===== config.mk =====
export PLATFORM = sky130hd
export DESIGN_NAME = ic74194_seq_flat
export DESIGN_NICKNAME = d
export VERILOG_FILES = /design/src/rtl/ic74194_seq_pkg.sv /design/src/rtl/ic74194_seq_if.sv /design/src/rtl/ic74194_seq.sv /design/src/flat_wrapper.sv
export SDC_FILE = /design/constraint.sdc
export NUM_CORES = 1
export LEC_CHECK = 0
export CAP_MARGIN = 10
export CELL_PAD_IN_SITES_DETAIL_PLACEMENT = 0
export CELL_PAD_IN_SITES_GLOBAL_PLACEMENT = 1
export CORE_MARGIN = 2
export CORE_UTILIZATION = 38
export CTS_CLUSTER_DIAMETER = 60
export DETAILED_ROUTE_END_ITERATION = 10
export PLACE_DENSITY_LB_ADDON = 0.1
export SYNTH_ARGS = -nofsm -noshare
export SYNTH_HDL_FRONTEND = slang
export SYNTH_SLANG_ARGS = --single-unit

===== constraint.sdc =====
create_clock -name clk -period 4.2 [get_ports clk]
set_input_delay 1.05 -clock clk [delete_from_list [all_inputs] [get_ports clk]]
set_output_delay 1.05 -clock clk [all_outputs]
set_load 0.01 [all_outputs]

===== src/rtl/ic74194_seq_pkg.sv =====
// Shared op-codes, register mode encodings and FSM states for the 74194 sequencer.
package ic74194_seq_pkg;

  typedef enum logic [1:0] {
    OP_LOAD = 2'd0,
    OP_SHR  = 2'd1,
    OP_SHL  = 2'd2,
    OP_ROT  = 2'd3
  } op_e;

  typedef enum logic [1:0] {
    MODE_HOLD = 2'b00,
    MODE_SR   = 2'b01,
    MODE_SL   = 2'b10,
    MODE_LD   = 2'b11
  } mode_e;

  typedef enum logic [1:0] {
    ST_IDLE = 2'd0,
    ST_RUN  = 2'd1,
    ST_FIN  = 2'd2
  } state_e;

  // Value the attached register takes on the coming edge for a given drive; q is {QA,QB,QC,QD}.
  function automatic logic [3:0] next_q(mode_e mode, logic [3:0] par, logic lin, logic rin,
                                        logic [3:0] q);
    case (mode)
      MODE_SR: return {rin, par[3:1]};
      MODE_SL: return {q[2:0], lin};
      MODE_LD: return par;
      default: return q;
    endcase
  endfunction

endpackage


===== src/rtl/ic74194_seq_if.sv =====
// Command handshake plus the control/data lines to and from the universal shift register.
interface ic74194_seq_if;
  logic       cmd_valid;
  logic       cmd_ready;
  logic [1:0] cmd_op;
  logic       cmd_dir;
  logic [2:0] cmd_cnt;
  logic [3:0] cmd_data;
  logic       cmd_fill;
  logic       QA, QB, QC, QD;
  logic       S1, S0;
  logic       A, B, C, D;
  logic       LIN, RIN;
  logic       done;

  modport master (
    output cmd_valid, cmd_op, cmd_dir, cmd_cnt, cmd_data, cmd_fill, QA, QB, QC, QD,
    input  cmd_ready, S1, S0, A, B, C, D, LIN, RIN, done
  );

  modport slave (
    input  cmd_valid, cmd_op, cmd_dir, cmd_cnt, cmd_data, cmd_fill, QA, QB, QC, QD,
    output cmd_ready, S1, S0, A, B, C, D, LIN, RIN, done
  );
endinterface


===== src/rtl/ic74194_seq.sv =====
// Sequencer that runs LOAD/shift/rotate commands on an external 74194-style register.
module ic74194_seq
  import ic74194_seq_pkg::*;
(
  input logic          clk,
  input logic          CLR,
  ic74194_seq_if.slave bus
);

  state_e     state_q, state_d;
  op_e        op_q, op_d;
  logic       dir_q, dir_d;
  logic       fill_q, fill_d;
  logic [2:0] cnt_q, cnt_d;
  logic [3:0] data_q, data_d;
  mode_e      mode_q, mode_d;
  logic [3:0] par_q, par_d;
  logic       lin_q, lin_d;
  logic       rin_q, rin_d;
  logic       done_q, done_d;
  logic       ready_q, ready_d;
  logic [3:0] q_cur, q_nxt;
  logic       accept;

  assign q_cur  = {bus.QA, bus.QB, bus.QC, bus.QD};
  // Outputs are registered, so the next step is derived from the Q the register holds after this edge.
  assign q_nxt  = next_q(mode_q, par_q, lin_q, rin_q, q_cur);
  assign accept = bus.cmd_valid && ready_q;

  always_comb begin
    state_d = state_q;
    op_d    = op_q;
    dir_d   = dir_q;
    fill_d  = fill_q;
    cnt_d   = cnt_q;
    data_d  = data_q;
    mode_d  = MODE_HOLD;
    par_d   = '0;
    lin_d   = 1'b0;
    rin_d   = 1'b0;

    case (state_q)
      ST_IDLE: begin
        if (accept) begin
          op_d   = op_e'(bus.cmd_op);
          dir_d  = bus.cmd_dir;
          fill_d = bus.cmd_fill;
          data_d = bus.cmd_data;
          cnt_d  = (op_d == OP_LOAD) ? 3'd1 : bus.cmd_cnt;
          state_d = (op_d != OP_LOAD && bus.cmd_cnt == 3'd0) ? ST_FIN : ST_RUN;
        end
      end
      ST_RUN: begin
        cnt_d = cnt_q - 3'd1;
        if (cnt_q == 3'd1) state_d = ST_FIN;
      end
      ST_FIN:  state_d = ST_IDLE;
      default: state_d = ST_IDLE;
    endcase

    if (state_d == ST_RUN) begin
      case (op_d)
        OP_LOAD: begin
          mode_d = MODE_LD;
          par_d  = data_d;
        end
        OP_SHR: begin
          mode_d = MODE_SR;
          par_d  = q_nxt;
          rin_d  = fill_d;
        end
        OP_SHL: begin
          mode_d = MODE_SL;
          par_d  = q_nxt;
          lin_d  = fill_d;
        end
        OP_ROT: begin
          par_d = q_nxt;
          if (dir_d) begin
            mode_d = MODE_SL;
            lin_d  = q_nxt[3];
          end else begin
            mode_d = MODE_SR;
            rin_d  = q_nxt[0];
          end
        end
      endcase
    end

    done_d  = (state_d == ST_FIN);
    ready_d = (state_d == ST_IDLE);
  end

  always_ff @(posedge clk) begin
    if (CLR) begin
      state_q <= ST_IDLE;
      op_q    <= OP_LOAD;
      dir_q   <= 1'b0;
      fill_q  <= 1'b0;
      cnt_q   <= '0;
      data_q  <= '0;
      mode_q  <= MODE_HOLD;
      par_q   <= '0;
      lin_q   <= 1'b0;
      rin_q   <= 1'b0;
      done_q  <= 1'b0;
      ready_q <= 1'b1;
    end else begin
      state_q <= state_d;
      op_q    <= op_d;
      dir_q   <= dir_d;
      fill_q  <= fill_d;
      cnt_q   <= cnt_d;
      data_q  <= data_d;
      mode_q  <= mode_d;
      par_q   <= par_d;
      lin_q   <= lin_d;
      rin_q   <= rin_d;
      done_q  <= done_d;
      ready_q <= ready_d;
    end
  end

  assign bus.cmd_ready = ready_q;
  assign bus.S1        = mode_q[1];
  assign bus.S0        = mode_q[0];
  assign bus.A         = par_q[3];
  assign bus.B         = par_q[2];
  assign bus.C         = par_q[1];
  assign bus.D         = par_q[0];
  assign bus.LIN       = lin_q;
  assign bus.RIN       = rin_q;
  assign bus.done      = done_q;

endmodule


===== src/flat_wrapper.sv =====
// flat-port wrapper written by rule: the top's interface ports become plain ports
module ic74194_seq_flat import ic74194_seq_pkg::*;
  (clk, CLR, bus_cmd_valid, bus_cmd_op, bus_cmd_dir, bus_cmd_cnt, bus_cmd_data, bus_cmd_fill, bus_QA, bus_QB, bus_QC, bus_QD, bus_cmd_ready, bus_S1, bus_S0, bus_A, bus_B, bus_C, bus_D, bus_LIN, bus_RIN, bus_done);
  ic74194_seq_if bus_i ();
  input logic clk;
  input logic CLR;
  input wire logic [$bits(bus_i.cmd_valid)-1:0] bus_cmd_valid;
  input wire logic [$bits(bus_i.cmd_op)-1:0] bus_cmd_op;
  input wire logic [$bits(bus_i.cmd_dir)-1:0] bus_cmd_dir;
  input wire logic [$bits(bus_i.cmd_cnt)-1:0] bus_cmd_cnt;
  input wire logic [$bits(bus_i.cmd_data)-1:0] bus_cmd_data;
  input wire logic [$bits(bus_i.cmd_fill)-1:0] bus_cmd_fill;
  input wire logic [$bits(bus_i.QA)-1:0] bus_QA;
  input wire logic [$bits(bus_i.QB)-1:0] bus_QB;
  input wire logic [$bits(bus_i.QC)-1:0] bus_QC;
  input wire logic [$bits(bus_i.QD)-1:0] bus_QD;
  output wire logic [$bits(bus_i.cmd_ready)-1:0] bus_cmd_ready;
  output wire logic [$bits(bus_i.S1)-1:0] bus_S1;
  output wire logic [$bits(bus_i.S0)-1:0] bus_S0;
  output wire logic [$bits(bus_i.A)-1:0] bus_A;
  output wire logic [$bits(bus_i.B)-1:0] bus_B;
  output wire logic [$bits(bus_i.C)-1:0] bus_C;
  output wire logic [$bits(bus_i.D)-1:0] bus_D;
  output wire logic [$bits(bus_i.LIN)-1:0] bus_LIN;
  output wire logic [$bits(bus_i.RIN)-1:0] bus_RIN;
  output wire logic [$bits(bus_i.done)-1:0] bus_done;
  assign bus_i.cmd_valid = bus_cmd_valid;
  assign bus_i.cmd_op = bus_cmd_op;
  assign bus_i.cmd_dir = bus_cmd_dir;
  assign bus_i.cmd_cnt = bus_cmd_cnt;
  assign bus_i.cmd_data = bus_cmd_data;
  assign bus_i.cmd_fill = bus_cmd_fill;
  assign bus_i.QA = bus_QA;
  assign bus_i.QB = bus_QB;
  assign bus_i.QC = bus_QC;
  assign bus_i.QD = bus_QD;
  assign bus_cmd_ready = bus_i.cmd_ready;
  assign bus_S1 = bus_i.S1;
  assign bus_S0 = bus_i.S0;
  assign bus_A = bus_i.A;
  assign bus_B = bus_i.B;
  assign bus_C = bus_i.C;
  assign bus_D = bus_i.D;
  assign bus_LIN = bus_i.LIN;
  assign bus_RIN = bus_i.RIN;
  assign bus_done = bus_i.done;
  ic74194_seq u_core (.clk(clk), .CLR(CLR), .bus(bus_i));
endmodule

# Word level (Yosys, flattened, before mapping)
# Index checks and enable logic that the tools add are counted.
[classes]
addsub = 1
n_eq_ne = 12
n_mux = 23
bitwise_logic = 1
n_reduce_logical = 12
[ops]
columns = ["op", "n"]
rows = [
  ["$mux W2", 6],
  ["$pmux W4 S3", 1],
  ["$eq A2 B2 Y1 const B", 5],
  ["$eq A2 B1 Y1 const B", 4],
  ["$logic_not A2 Y1", 4],
  ["$mux W4", 2],
  ["$pmux W2 S4", 1],
  ["$pmux W4 S2", 1],
  ["$mux W1", 6],
  ["$mux W3", 2],
  ["$pmux W3 S2", 1],
  ["$pmux W1 S2", 2],
  ["$pmux W2 S2", 1],
  ["$reduce_bool A2 Y1", 2],
  ["$eq A3 B1 Y1 const B", 1],
  ["$logic_not A3 Y1", 1],
  ["$reduce_or A3 Y1", 1],
  ["$sub A3 B1 Y3 const B", 1],
  ["$logic_and A1 B1 Y1", 2],
  ["$ne A2 B1 Y1 const B", 1],
  ["$ne A2 B2 Y1 const B", 1],
  ["$reduce_and A2 Y1", 1],
  ["$reduce_or A2 Y1", 1],
  ["$not A1 Y1", 1],
]
[totals]
reg_bits = 23
in_bits = 18
out_inout_bits = 10
wordCells = 62

# Logic depth before layout (Yosys ltp)
[depth]
depth_word = 8
ltp_mapped = 7
depth_no_buf = 7

# Worst setup path before layout
# Ideal clock, no wire load.
[synth_path]
path_type = "input-to-reg"
start = "input bus_cmd_valid"
end = "register u_core.lin_q (netlist: u_core.bus.LIN)"
setup_ns = 0.130
t_arrival_ns = 2.015
t_required_ns = 4.070
setup_slack_ns = 2.055
stages = 5
n_path_buf = 1
path_cell_list = "nor4bb_1 buf_4 mux2_2 a22oi_1 nor3_1"
[synth_via]
elab_chain_cells = 6
elab_cells_between_ends = 16
cone_classes = "3 x eq/ne; 10 x mux; 1 x bitwise; 2 x reduce/logical"
[synth_rtl]
columns = ["item", "line_no", "text"]
rows = [
  ["from (decl)", "flat_wrapper.sv:7", "input wire logic [$bits(bus_i.cmd_valid)-1:0] bus_cmd_valid;"],
  ["$logic_and A1 B1 Y1 (*)", "ic74194_seq.sv:28", "assign accept = bus.cmd_valid && ready_q;"],
  ["$mux W2", "ic74194_seq.sv:44", "if (accept) begin"],
  ["$pmux W2 S2", "ic74194_seq.sv:42", "case (state_q)"],
  ["$eq A2 B1 Y1", "ic74194_seq.sv:61", "if (state_d == ST_RUN) begin"],
  ["$not A1 Y1 (no line)", "n/a", ""],
  ["$reduce_or A2 Y1 (no line)", "n/a", ""],
  ["to (signal assigned)", "ic74194_seq.sv:117", "lin_q <= lin_d;"],
  ["to (decl)", "ic74194_seq.sv:18", "logic lin_q, lin_d;"],
]
# Every way passes the cells marked *; elsewhere a longest branch is shown, timed or not.
# A chain may end at the register's enable or synchronous reset.

# Worst setup path after layout
[layout_path]
start = "input bus_cmd_valid"
end = "register u_core.par_q[1]"
[layout_via]
elab_chain_cells = 6
elab_cells_between_ends = 17
cone_classes = "5 x eq/ne; 7 x mux; 1 x bitwise; 4 x reduce/logical"
[layout_rtl]
columns = ["item", "line_no", "text"]
rows = [
  ["$logic_and A1 B1 Y1 (*)", "ic74194_seq.sv:28", ""],
  ["$mux W2", "ic74194_seq.sv:44", ""],
  ["$mux W2 / $pmux W2 S2 (equally long branches)", "ic74194_seq.sv:42", ""],
  ["$eq A2 B1 Y1 (tied with other cells)", "ic74194_seq.sv:62", "case (op_d)"],
  ["$reduce_or A3 Y1 (no line) / $not A1 Y1 (equally long branches)", "n/a", ""],
  ["$pmux W4 S2 (tied with other cells)", "ic74194_seq.sv:62", ""],
  ["to (signal assigned)", "ic74194_seq.sv:116", "par_q <= par_d;"],
  ["to (decl)", "ic74194_seq.sv:17", "logic [3:0] par_q, par_d;"],
]
# Marked as above.

==> results.py <==
metrics = {
    "synthesis": {
        "yosys.area_share.simple_pct": 18.40,
        "ys_seq_area_share_pct": 43.97,
        "yosysMostFrequentCell": "dfxtp_1",
        "synthTopCellsByArea": "dfxtp_1 44%, mux4_2 8.6%, mux2i_1 7.6%",
        "synth_top_area_cell": "dfxtp_1",
        "synth_commonest_cells": "23 x dfxtp_1, 18 x nor2_1, 8 x mux2i_1",
        "netlist_instances": 106,
        "synth-async-reset-ratio_pct": 0,
        "synth-edff-count": 0,
        "synth-compound-area-share_pct": 12.90,
        "synthAdderAreaFrac_pct": 2.389,
        "synth-xor-area-share_pct": 0,
        "ys_types": 31,
        "syn-cell-area_um2": 1047,
        "synth-seq-cells": 23,
        "synthDominantCellAreaShare_pct": 43.97,
        "synth_nets": 126,
        "synth.avg_cell_area_um2": 9.880,
        "yosysWarningCount": 0,
        "synthMuxAreaShare_pct": 18.40,
        "synthFlopType": "dfxtp_1",
        "synth_top_family_by_area": "simple AND/OR/NAND/NOR gates",
    },
    "run_status": {
        "status": "finished, final reports clean",
    },
    "placed_design": {
        "io_buffer_count": 27,
        "place.gp.congestion": 0.7523,
        "place.detailed.hpwl_um": 1791,
        "place_area_um2": 1351,
    },
    "critical_path": {
        "path_class": "primary input to flip-flop",
        "crit_start": "bus_cmd_valid",
        "cp.arrival_ps": 2900,
        "crit_path_max_fanout": 9,
        "r2r-start": "u_core.state_q[1]$_SDFF_PP0_",
        "start_kind": "primary input",
        "cp.required_ps": 4440,
        "endpoint_kind": "flip-flop",
    },
    "finish": {
        "area_delta_synth_final_pct": 31.66,
        "nNetsFinal": 156,
        "post-route-cell-area_um2": 1379,
        "drive_gt1_share_pct": 10.37,
        "final_core_util_pct": 51.33,
        "antennaDiodeCount": 0,
    },
    "power": {
        "vdd_drop_max_mv": 0.2525,
        "power_density_nw_per_um2": 394.6,
        "power.total_mw": 0.5441,
        "leakage_nw": 0.5227,
    },
    "clock_network": {
        "root_buffer": "clkbuf_4",
        "cts_tree": "yes",
        "clockBufferDepth": 2,
        "clk_pin_slew_worst_paths_ps": 130,
        "post_cts_buffers": 0,
        "cts.sinks": 23,
        "ctsHoldBuffers": 0,
        "cts_resized": 0,
        "htree_num_levels": 1,
        "cts_buffers": 3,
        "clk_latency_ps": 320,
    },
    "grt": {
        "grt_pass1_wl_um": 3857,
        "grt_pass1_vias": 864,
        "antenna_found_initial": 0,
        "grt_start_max_net_pins": 15,
        "gr-total-overflow": 0,
        "track_usage_pct": 15.75,
    },
    "routing": {
        "viasPerCell": 5.169,
        "drt.antenna.violating_nets": 0,
        "drc_errors": 0,
        "routed_wl_um": 2292,
        "avgRoutedWirePerCell_um": 13.81,
        "drt_first_pass_iters": 4,
        "vias": 858,
        "drtIter0Drc": 22,
    },
    "floorplan": {
        "die_h_um": 56.50,
        "boundaryPins": 28,
        "start_util_pct": 38.98,
        "num_rows": 19,
        "core_region_area_um2": 2686,
        "die_w_um": 56.50,
        "die_area_um2": 3192,
    },
    "min_path": {
        "min-delay-start": "u_core.data_q[1]$_SDFF_PP0_",
        "hold_class": "flip-flop to flip-flop",
    },
    "timing": {
        "tns_ps": 0,
        "max_clock_freq_mhz": 375.2,
        "hold_viol": 0,
        "rsz0062_at_grt": "false",
        "setup_violations": 0,
        "tightest_slew_ps": 519.1,
        "fin_crit_sh_pct": 63.46,
        "drv_slew": 0,
        "period_minus_slack_ps": 2665,
        "skew_ps": 8.114,
        "slew_headroom_pct": 65.29,
    },
    "flow_run": {
        "timing.max_cap.violations": 0,
    },
}
-- per-stage QoR --
| stage | cells | setup slack (ps) | hold WS [ps] |
|---|---|---|---|
| 2_1_floorplan | 106 | 2055 | 456.4 |
| 3_3_place_gp | 162 | 1225 | 492.6 |
| 3_5_place_dp | 162 | 1206 | 500.9 |
| 4_1_cts | 166 | 1519 | 535.5 |
| 5_1_grt | 166 | 1414 | 565.8 |
| 6_report | 166 | 1535 | 524.8 |
-- placed cells by master, fill, tap and decap left out, types with 2 or more instances in the layout --
cell type / count
o21ai_0: 3
a211oi_1: 5
nand3_1: 2
nor3b_1: 2
nand2_1: 4
inv_1: 5
o21a_1: 3
ha_1: 2
a21oi_1: 4
clkdlybuf4s50_1: 27
nor2_1: 18
clkbuf_4: 3
nor2b_1: 2
mux2i_1: 8
nor3_1: 4
mux4_2: 4
dfxtp_1: 23
-- report_power, final --
part           internal, mW  switching (mW)
clock network        0.0357          0.0673
registers             0.245          0.0220
logic                0.0936          0.0803
-- sequential cells by signal (all words and copies together) (netlist names) --
name,flops
u_core.mode_q,2
u_core.fill_q,1
u_core.data_q,4
u_core.bus.RIN,1
u_core.bus.LIN,1
u_core.op_q,2
u_core.par_q,4
u_core.state_q,2
u_core.bus.done,1
u_core.bus.cmd_ready,1
u_core.dir_q,1
u_core.cnt_q,3
-- worst paths after layout --
kind                                       end  slack, ps  depth (start not counted)
hold / removal     u_core.data_q[1]$_SDFF_PP0_        520                          2
hold reg to reg    u_core.data_q[1]$_SDFF_PP0_        520                          2
setup reg to reg  u_core.par_q[1]$_SDFFE_PP0P_       2260                          4
setup / recovery  u_core.par_q[1]$_SDFFE_PP0P_       1530                          5
-- area by class of cell --
cell class                 count  area, µm²
fill                         262       1308
inverter                       6      22.52
clock inverter                 1      5.005
clock buffer                   3      22.52
sequential                    23      460.4
timing repair buffer          28      277.8
tap                           31      38.79
multi-input combinational     74      551.8
-- per-layer routing --
metal	GRT usage, %	vias to the layer above	part of all wire, %
met5	0	-	0
met4	6.122	0	1.4
met3	3.456	4	4.3
met2	27.74	19	49
met1	18.41	399	45
li1	-	436	-
-- critical path, stage by stage --
cell,delay (ps)
clkdlybuf4s50_1,480
nand4bb_1,410
a31o_1,350
a211o_1,390
a211oi_1,230
-- cell families (layout without fill, tap and decap cells) --
kind of cell / count (synthesis) / in the layout
and+or+nand+nor: 38 / 38
AOI/OAI and AO/OA: 20 / 20
buffers and inverters: 9 / 38
muxes: 14 / 14
adders and majority gates: 2 / 2
DFF: 23 / 23
Note: power is estimated with default switching activity, not from simulation.
